## config.mk

```make
export PLATFORM = sky130hd
export DESIGN_NAME = dual_rail_deserializer
export DESIGN_NICKNAME = d
export VERILOG_FILES = /design/src/rtl/dual_rail_deserializer.sv
export SDC_FILE = /design/constraint.sdc
export NUM_CORES = 1
export LEC_CHECK = 0
export CAP_MARGIN = 20
export CORE_MARGIN = 4
export CORE_UTILIZATION = 35
export DETAILED_ROUTE_END_ITERATION = 10
export HOLD_SLACK_MARGIN = 0.03
export SYNTH_ARGS = -nofsm -noshare
export SYNTH_HDL_FRONTEND = slang
export SYNTH_SLANG_ARGS = --single-unit
export TNS_END_PERCENT = 50
```

## constraint.sdc

```tcl
create_clock -name clk -period 1.7 [get_ports clk]
set_input_delay 0.34 -clock clk [delete_from_list [all_inputs] [get_ports clk]]
set_output_delay 0.34 -clock clk [all_outputs]
set_load 0.05 [all_outputs]
```

## src/rtl/dual_rail_deserializer.sv

```systemverilog
// Dual-rail (4-phase, return-to-zero) channel receiver that assembles
// WIDTH bits into a word, handshakes each bit with ack_out and hands
// finished words to a valid/ready consumer.
module dual_rail_deserializer #(
    parameter int WIDTH       = 8,
    parameter int SYNC_STAGES = 2
) (
    input  logic             clk,
    input  logic             rst_n,
    input  logic             bit0_in,
    input  logic             bit1_in,
    output logic             ack_out,
    output logic [WIDTH-1:0] data_out,
    output logic             data_valid,
    input  logic             data_ready,
    output logic             code_err
);

    localparam int CW = $clog2(WIDTH + 1);

    typedef enum logic {
        WAIT_DATA,
        WAIT_SPACER
    } state_t;

    logic [SYNC_STAGES-1:0] r_sync0;
    logic [SYNC_STAGES-1:0] r_sync1;
    state_t                 r_state;
    state_t                 w_nextState;
    logic                   r_ack;
    logic [CW-1:0]          r_cnt;
    logic [WIDTH-1:0]       r_shift;
    logic [WIDTH-1:0]       r_dataOut;
    logic                   r_dataValid;
    logic                   r_prevIllegal;
    logic                   r_codeErr;

    logic                   w_s0;
    logic                   w_s1;
    logic                   w_isData;
    logic                   w_isSpacer;
    logic                   w_isIllegal;
    logic                   w_lastBit;
    logic                   w_stall;
    logic                   w_accept;
    logic [WIDTH-1:0]       w_word;

    // Both rails are asynchronous to clk, so each gets its own flop chain;
    // nothing downstream ever looks at the raw pins.
    always_ff @(posedge clk or negedge rst_n) begin
        if (!rst_n) begin
            r_sync0 <= '0;
            r_sync1 <= '0;
        end else begin
            r_sync0 <= {r_sync0[SYNC_STAGES-2:0], bit0_in};
            r_sync1 <= {r_sync1[SYNC_STAGES-2:0], bit1_in};
        end
    end

    assign w_s0        = r_sync0[SYNC_STAGES-1];
    assign w_s1        = r_sync1[SYNC_STAGES-1];
    assign w_isData    = w_s0 ^ w_s1;
    assign w_isSpacer  = ~w_s0 & ~w_s1;
    assign w_isIllegal = w_s0 & w_s1;

    // The last bit of a word can only be taken when the output register is
    // free or being emptied this very cycle; earlier bits never wait.
    assign w_lastBit = (r_cnt == CW'(WIDTH - 1));
    assign w_stall   = w_lastBit & r_dataValid & ~data_ready;

    // Handshake sequencing: accept a data code once, then wait for the
    // spacer before accepting the next one. The illegal code matches
    // neither branch, so it leaves everything where it was.
    always_comb begin
        w_nextState = r_state;
        w_accept    = 1'b0;
        case (r_state)
            WAIT_DATA: begin
                if (w_isData && !w_stall) begin
                    w_accept    = 1'b1;
                    w_nextState = WAIT_SPACER;
                end
            end
            WAIT_SPACER: begin
                if (w_isSpacer) begin
                    w_nextState = WAIT_DATA;
                end
            end
            default: w_nextState = WAIT_DATA;
        endcase
    end

    // State register; ack is registered alongside it so it mirrors the
    // state one-for-one and lands exactly one edge after the synchronizer.
    always_ff @(posedge clk or negedge rst_n) begin
        if (!rst_n) begin
            r_state <= WAIT_DATA;
            r_ack   <= 1'b0;
        end else begin
            r_state <= w_nextState;
            r_ack   <= (w_nextState == WAIT_SPACER);
        end
    end

    // The partial word with the incoming bit dropped into slot cnt; this is
    // both the next shift register value and the completed word on the last bit.
    always_comb begin
        w_word = r_shift;
        for (int i = 0; i < WIDTH; i++) begin
            if (r_cnt == CW'(i)) begin
                w_word[i] = w_s1;
            end
        end
    end

    // Bit assembly and output register: a completed word loads data_out and
    // keeps valid set even if the previous word is consumed on the same edge.
    always_ff @(posedge clk or negedge rst_n) begin
        if (!rst_n) begin
            r_cnt       <= '0;
            r_shift     <= '0;
            r_dataOut   <= '0;
            r_dataValid <= 1'b0;
        end else begin
            if (w_accept) begin
                if (w_lastBit) begin
                    r_dataOut <= w_word;
                    r_shift   <= '0;
                    r_cnt     <= '0;
                end else begin
                    r_shift <= w_word;
                    r_cnt   <= r_cnt + CW'(1);
                end
            end
            if (w_accept && w_lastBit) begin
                r_dataValid <= 1'b1;
            end else if (data_ready) begin
                r_dataValid <= 1'b0;
            end
        end
    end

    // Flag only the first cycle of an illegal code so a held fault gives a
    // single pulse rather than a stream of them.
    always_ff @(posedge clk or negedge rst_n) begin
        if (!rst_n) begin
            r_prevIllegal <= 1'b0;
            r_codeErr     <= 1'b0;
        end else begin
            r_prevIllegal <= w_isIllegal;
            r_codeErr     <= w_isIllegal & ~r_prevIllegal;
        end
    end

    assign ack_out    = r_ack;
    assign data_out   = r_dataOut;
    assign data_valid = r_dataValid;
    assign code_err   = r_codeErr;

endmodule

```

==> key figures, run 1 <==
Critical path
  • WP buf/inv: 2
  • CP Launch Type: flip-flop
  • Cell family with most CP delay: flip-flops
  • Max stage delay cell, worst path: dfrtp_1
  • CP cell instances: inv_4 > ha_4 > nand2b_4 > nor3_4 > buf_4 > mux2i_1
  • Crit end category: flip-flop
  • Crit Path Category: flip-flop to flip-flop
  • Worst EP arrival: between 1500 and 2000 ps
  • CP max FO: 11
  • Critical Path RT: 1890 ps
  • Crit-path max cell delay: about 400 ps

Final layout
  • # diodes: 0
  • Post-Layout Cell Count: roughly 180
  • Storage cell area: approximately 680 um2
  • Syn-to-layout area delta: 22.62%
  • NumNets Final: ~140
  • Footprint of the multi-input gates: between 500 and 600 um2
  • Fraction of layout cells with a size suffix above 1: 26.36%
  • Filler Cells Inserted: 311

Yosys
  • Yosys warning total: 0
  • Mapped Nets: around 120
  • Synth Cell Area: roughly 1300 um2
  • Syn Area/Cell: roughly 12 um2
  • Synth unique cells: 22
  • Mapped Cells: between 100 and 150
  • Sequential area share after synthesis: 52.43%
  • #FFs+latches synth: 27

Timing
  • Count of pins over their slew limit: 0
  • Tmin final: approximately 1600 ps
  • Max-slew headroom: between 70 and 80%
  • Setup ws final: around 130 ps
  • Setup TNS: 0 ps
  • RSZ-0062 raised after global routing: no
  • Max Clock Skew: between 2 and 3 ps
  • Final setup vio count: 0
  • Final Hold Fails: 0
  • Worst-Margin Slew: between 300 and 400 ps
  • Fmax: around 640 MHz
  • Hold WS: 359.4 ps
  • Tcrit/Tclk final: around 90%

CTS
  • Clock latency at the later pin of the worst-skew pair: ~260 ps
  • Htree depth: 1
  • Postcts setup bufs: 0
  • TritonCTS Sinks: 27
  • Total CTS buffers: 3
  • CTS tree: done
  • Buffer depth of the longest clock path: 2
  • Root Driver: clkbuf_8
  • Clock edge transition at the registers on the reported setup and hold paths: 90 ps

Global routing
  • Vias in the first global route: slightly above 800
  • Largest net degree at the start of global routing: 28
  • Gr ovfl total: 0
  • GRT Total Usage: 10.93%
  • First-pass GRT wire length: approximately 3.7 mm
  • Initial antenna violation count: 0

Placement
  • DP Worst Slack: -12.10 ps
  • Inst Count DP: about 170
  • HPWL after DPL: approximately 1.6 mm
  • Buffers added on ports: 15
  • Global placement routability congestion: about 0.9

Power
  • Power Total: about 0.0027 W
  • VDD IR max: around 0.00069 V
  • PwrDens: about 1700 nW/um2
  • Leakage power: about 0.77 nW

Floorplanning
  • Core area: 3442 um2
  • Die ar.: roughly 4700 um2
  • Floorplan row count: 21
  • Height of the chip: 68.68 um
  • Die width: 68.68 um
  • Io pins: 16
  • Initial core utilization: between 30% and 40%

Routing
  • Drt first-iter violations: 48
  • Post-Route WL: roughly 2.2 mm
  • Detail Route Antenna Nets: 0
  • WL/cell: around 13 um
  • Pre-antenna DRT Iters: 4
  • Vias: 816
  • Vias per std cell: between 4 and 5
  • # DRC: 0

Status
  • Status: finished, final reports clean

Min path
  • Worst min path class: flip-flop to flip-flop

Job
  • Max cap viols: 0
## layer usage
| layer | wire (um) | vias to the layer above | GRT usage, % |
|---|---|---|---|
| li1 | - | 399 | - |
| met1 | 1056 | 401 | 14.30 |
| met2 | 1063 | 14 | 17.40 |
| met3 | 76 | 2 | 2.431 |
| met4 | 14 | 0 | 4.467 |
| met5 | 0 | - | 0 |
## cell usage after synthesis
library cell / count / area [um2]
mux2i_1: 21 / 210.2
nor3_4: 1 / 16.27
clkbuf_1: 3 / 11.26
nand2_1: 2 / 7.510
or4_1: 1 / 7.510
o21ai_0: 11 / 55.05
inv_1: 12 / 45.04
mux2_2: 1 / 11.26
a21bo_2: 1 / 10.01
o211ai_1: 1 / 7.510
buf_4: 1 / 7.510
dfrtp_1: 27 / 675.7
nand3b_4: 1 / 20.02
nand2b_1: 2 / 12.51
nand3_1: 2 / 10.01
buf_6: 1 / 11.26
nand3b_1: 3 / 22.52
mux2_4: 1 / 15.01
ha_1: 6 / 75.07
nor3b_1: 4 / 30.03
nor2b_1: 3 / 18.77
xnor2_1: 1 / 8.760
## report_power, final
part / internal, W / total (W) / switching [W]
clock: 0.000167 / 0.000357 / 0.000189
sequential: 0.000879 / 0.00103 / 0.000150
combinational: 0.000530 / 0.00134 / 0.000813
total: 0.00158 / 0.00273 / 0.00115
## final timing paths
check,slack [ps],end,startpoint,cells past startpoint
worst max-delay path,130,data_out[0],r_sync1[1],6
worst min-delay path,360,r_sync1[1],r_sync1[0],0
worst max register to register,130,data_out[0],r_sync1[1],6
worst min register to register,360,r_sync1[1],r_sync1[0],0
max in group asynchronous,990,data_valid,rst_n,2
min in group asynchronous,440,ack_out,rst_n,2
## flip-flops by register name, summed over array words and instances (netlist names)
signal / flops
r_shift: 7
r_prevIllegal: 1
r_sync0: 2
data_valid: 1
code_err: 1
ack_out: 1
data_out: 8
r_sync1: 2
r_cnt: 4
## layout make-up
type,instances,area share (%)
clock buffers,4,2.850
inverters,12,3.009
multi-input cells,62,35.63
repair buffers,24,12.03
flip-flops and latches,27,42.83
well taps,46,3.642
## timing repair
item	CTS	global route
hold buffers	0	0
resized for setup	0	3
setup endpoints to repair	0	4
## kinds of logic after synthesis
kind of cell             synth area share (%)
AO/OA/AOI/OAI                           5.631
XOR/XNOR                               0.6797
adder cells (fa/ha/maj)                 5.825
buffers and inverters                   5.825
flip-flops                              52.43
multiplexers                            18.35
AND/OR/NAND/NOR                         11.26
## per-stage QoR
step	cell area (um2)	util [%]
after floorplan	1323	-
after global placement	1530	44.46
after detailed placement	1530	44.46
after CTS	1575	45.77
after global routing	1580	45.91
final	1580	45.91
## placed cells by master (no fill, tap or decap)
| cell | netlist | final |
|---|---|---|
| xnor2_1 | 1 | 1 |
| nor3_4 | 1 | 1 |
| ha_2 | 0 | 1 |
| clkbuf_1 | 3 | 1 |
| o211ai_1 | 1 | 1 |
| nor3b_1 | 4 | 4 |
| inv_1 | 12 | 11 |
| ha_1 | 6 | 4 |
| nand2b_1 | 2 | 1 |
| nand3b_1 | 3 | 3 |
| ha_4 | 0 | 1 |
| clkbuf_8 | 0 | 3 |
| dfrtp_1 | 27 | 26 |
| nand3_1 | 2 | 2 |
| nand2b_4 | 0 | 1 |
| inv_4 | 0 | 1 |
| mux2i_1 | 21 | 21 |
| o21ai_1 | 0 | 1 |
| or4_1 | 1 | 1 |
| nor2b_1 | 3 | 3 |
| o21ai_0 | 11 | 10 |
| mux2_4 | 1 | 1 |
| mux2_2 | 1 | 1 |
| clkdlybuf4s50_1 | 0 | 4 |
| dfrtp_2 | 0 | 1 |
| nand3b_4 | 1 | 1 |
| nand2_2 | 0 | 1 |
| a21bo_2 | 1 | 1 |
| nand2_1 | 2 | 1 |
| buf_4 | 1 | 20 |
Power figures use the tool's default switching activity.
==> inputs of run 2 (changes only) <==
CTS_CLUSTER_DIAMETER = 150   (was unset)
==> results of run 2 <==
The final DEF is identical to that of run 1; final timing and power are the same.
==> inputs of run 3 (changes only) <==
SKIP_LAST_GASP = 1   (was unset)
==> run 3 against run 2 <==
Effect of this change: combinational power about the same; global-route usage unchanged; clock skew barely moved; sequential power about the same; worst hold slack hardly changed; utilization down 0.073 points; power decreased by 0.15%; clock power is essentially flat; via count is 1.8% lower; cell area decreased by 0.16%; highest routed layer is now met3.
==> key figures, run 3 (synthesized netlist as in run 1, its figures left out) <==
Final layout
  • Storage cell area: 676.9 um2 (unchanged)
  • NumNets Final: 141 (unchanged)
  • Final core utilization: 45.84% (was 45.91%)
  • # diodes: 0 (unchanged)
  • Footprint of the multi-input gates: 560.5 um2 (was 563.0 um2)
  • Fraction of layout cells with a size suffix above 1: 25.58% (was 26.36%)
  • Max FFs per register: 8 (unchanged)
  • Commonest non-fill, non-tap cell in the layout: dfrtp_1 (unchanged)
  • Most frequent cells in the layout: 26 x dfrtp_1, 21 x mux2i_1, 20 x buf_4 (unchanged)
  • Syn-to-layout area delta: 22.43% (was 22.62%)
  • Filler Cells Inserted: 313 (was 311)
  • Post-Layout Cell Count: 175 (unchanged)

Critical path
  • Worst EP arrival: 1760 ps (about the same)
  • Critical Path RT: 1890 ps (about the same)
  • CP max FO: 11 (unchanged)
  • Reg2Reg Depth: 6 (unchanged)
  • CP Launch Point: r_sync1[1] (unchanged)
  • Crit Path Category: flip-flop to flip-flop (unchanged)
  • Crit end category: flip-flop (unchanged)
  • CP Launch Type: flip-flop (unchanged)
  • R2r startpoint: r_sync1[1] (unchanged)

Global routing
  • GRT Total Usage: 10.93% (unchanged)
  • First-pass GRT wire length: 3.746 mm (unchanged)
  • Vias in the first global route: 819 (unchanged)
  • Largest net degree at the start of global routing: 28 (unchanged)
  • Gr ovfl total: 0 (unchanged)
  • Initial antenna violation count: 0 (unchanged)

Placement
  • HPWL after DPL: 1.631 mm (unchanged)
  • Inst Count DP: 171 (unchanged)
  • Global placement routability congestion: 0.8785 (unchanged)
  • Buffers added on ports: 15 (unchanged)

Timing
  • Max Clock Skew: 2.611 ps (was 2.773 ps)
  • Final Hold Fails: 0 (unchanged)
  • Worst-Margin Slew: 406.9 ps (was 343.4 ps)
  • Count of pins over their slew limit: 0 (unchanged)
  • Tcrit/Tclk final: 92.08% (was 92.43%)
  • Hold WS: 359.4 ps (about the same)
  • Fmax: 638.8 MHz (was 636.4 MHz)
  • Final setup vio count: 0 (unchanged)
  • Tmin final: 1565 ps (was 1571 ps)
  • RSZ-0062 raised after global routing: yes (was no)
  • Max-slew headroom: 72.81% (was 77.11%)

Power
  • Switching Fraction: 42.18% (was 42.24%)
  • Leakage power: 0.7720 nW (was 0.7722 nW)
  • Sequential share of power: 37.8% (was 37.7%)
  • VDD IR max: 0.0006857 V (was 0.0006853 V)
  • PwrDens: 1727 nW/um2 (about the same)
  • Psw: 0.001149 W (was 0.001153 W)
  • Cell Int Power: 0.001576 W (about the same)
  • Power share of the combinational group: 49.2% (about the same)
  • Clock power frac: 13.1% (about the same)

CTS
  • Htree depth: 1 (unchanged)
  • Root Driver: clkbuf_8 (unchanged)
  • Clock latency at the later pin of the worst-skew pair: 260 ps (about the same)
  • Clock edge transition at the registers on the reported setup and hold paths: 90 ps (about the same)
  • TritonCTS Sinks: 27 (unchanged)
  • Total CTS buffers: 3 (unchanged)
  • Postcts setup bufs: 0 (unchanged)
  • CTS tree: done (unchanged)
  • Buffer depth of the longest clock path: 2 (unchanged)

Min path
  • Worst min path class: flip-flop to flip-flop (unchanged)
  • Hold_sp: r_sync1[0] (unchanged)
  • WHS Path Cells: 0 (unchanged)

Floorplanning
  • Io pins: 16 (unchanged)
  • Floorplan row count: 21 (unchanged)
  • Die width: 68.68 um (unchanged)
  • Die ar.: 4717 um2 (unchanged)
  • Height of the chip: 68.68 um (unchanged)
  • Initial core utilization: 37.44% (unchanged)
  • Core area: 3442 um2 (unchanged)

Routing
  • Pre-antenna DRT Iters: 4 (unchanged)
  • Detail Route Antenna Nets: 0 (unchanged)
  • # DRC: 0 (unchanged)
  • Vias: 801 (was 816)
  • WL/cell: 12.55 um (was 12.63 um)
  • Drt first-iter violations: 35 (was 48)
  • Vias per std cell: 4.577 (was 4.663)
  • Post-Route WL: 2.196 mm (was 2.211 mm)

Status
  • Status: finished, final reports clean (unchanged)

Job
  • Max cap viols: 0 (unchanged)
-- run 3: changes by cell type in the layout (fill, tap and decap cells not counted) --
cell,before,now
nand2_2,1,0
nand2_1,1,2
-- run 3: critical path: stages (launching register included) --
cell	delay, ps
dfrtp_1	400
inv_4	50
ha_4	270
nand2b_4	110
nor3_4	280
buf_4	200
mux2i_1	180
-- run 3: through the flow --
stage | instance area (um2) | power [W] | TNS [ps] | setup WS [ps]
2_1_floorplan | 1323 | 0.002039 | 0 | 3.266
3_3_place_gp | 1530 | 0.002378 | 0 | 29.13
3_5_place_dp | 1530 | 0.002393 | -12.10 | -12.10
4_1_cts | 1575 | 0.002760 | 0 | 49.77
5_1_grt | 1578 | 0.002931 | -12.99 | -12.99
6_report | 1578 | 0.002725 | 0 | 134.6
-- run 3: cell type report --
class,instances,share of cell area (%)
Sequential cell,27,42.90
Tap cell,46,3.648
Timing Repair Buffer,24,12.05
Inverter,12,3.013
Clock buffer,4,2.855
Multi-Input combinational cell,62,35.53
-- run 3: worst paths after layout --
kind	end	slack, ps
setup / recovery	data_out[0]	130
hold / removal	r_sync1[1]	360
setup reg to reg	data_out[0]	130
hold reg to reg	r_sync1[1]	360
max in group asynchronous	data_valid	980
min in group asynchronous	ack_out	440
-- run 3: repair_timing --
item	4_1_cts	5_1_grt
setup endpoints to repair	0	4
resized for setup	0	2
hold buffers	0	0
-- run 3: power groups by stage --
stage               logic [W]  clock network, W  registers [W]
floorplan            0.000657                 0        0.00138
global placement      0.00135                 0        0.00103
detailed placement    0.00135                 0        0.00104
CTS                   0.00136          0.000371        0.00103
global route          0.00147          0.000395        0.00106
finish                0.00134          0.000357        0.00103
-- run 3: metal layers --
metal	GRT usage (%)	wire, um	up-vias
li1	-	-	401
met1	14.30	1065	390
met2	17.40	1064	10
met3	2.431	65	0
met4	4.467	0	0
met5	0	0	-
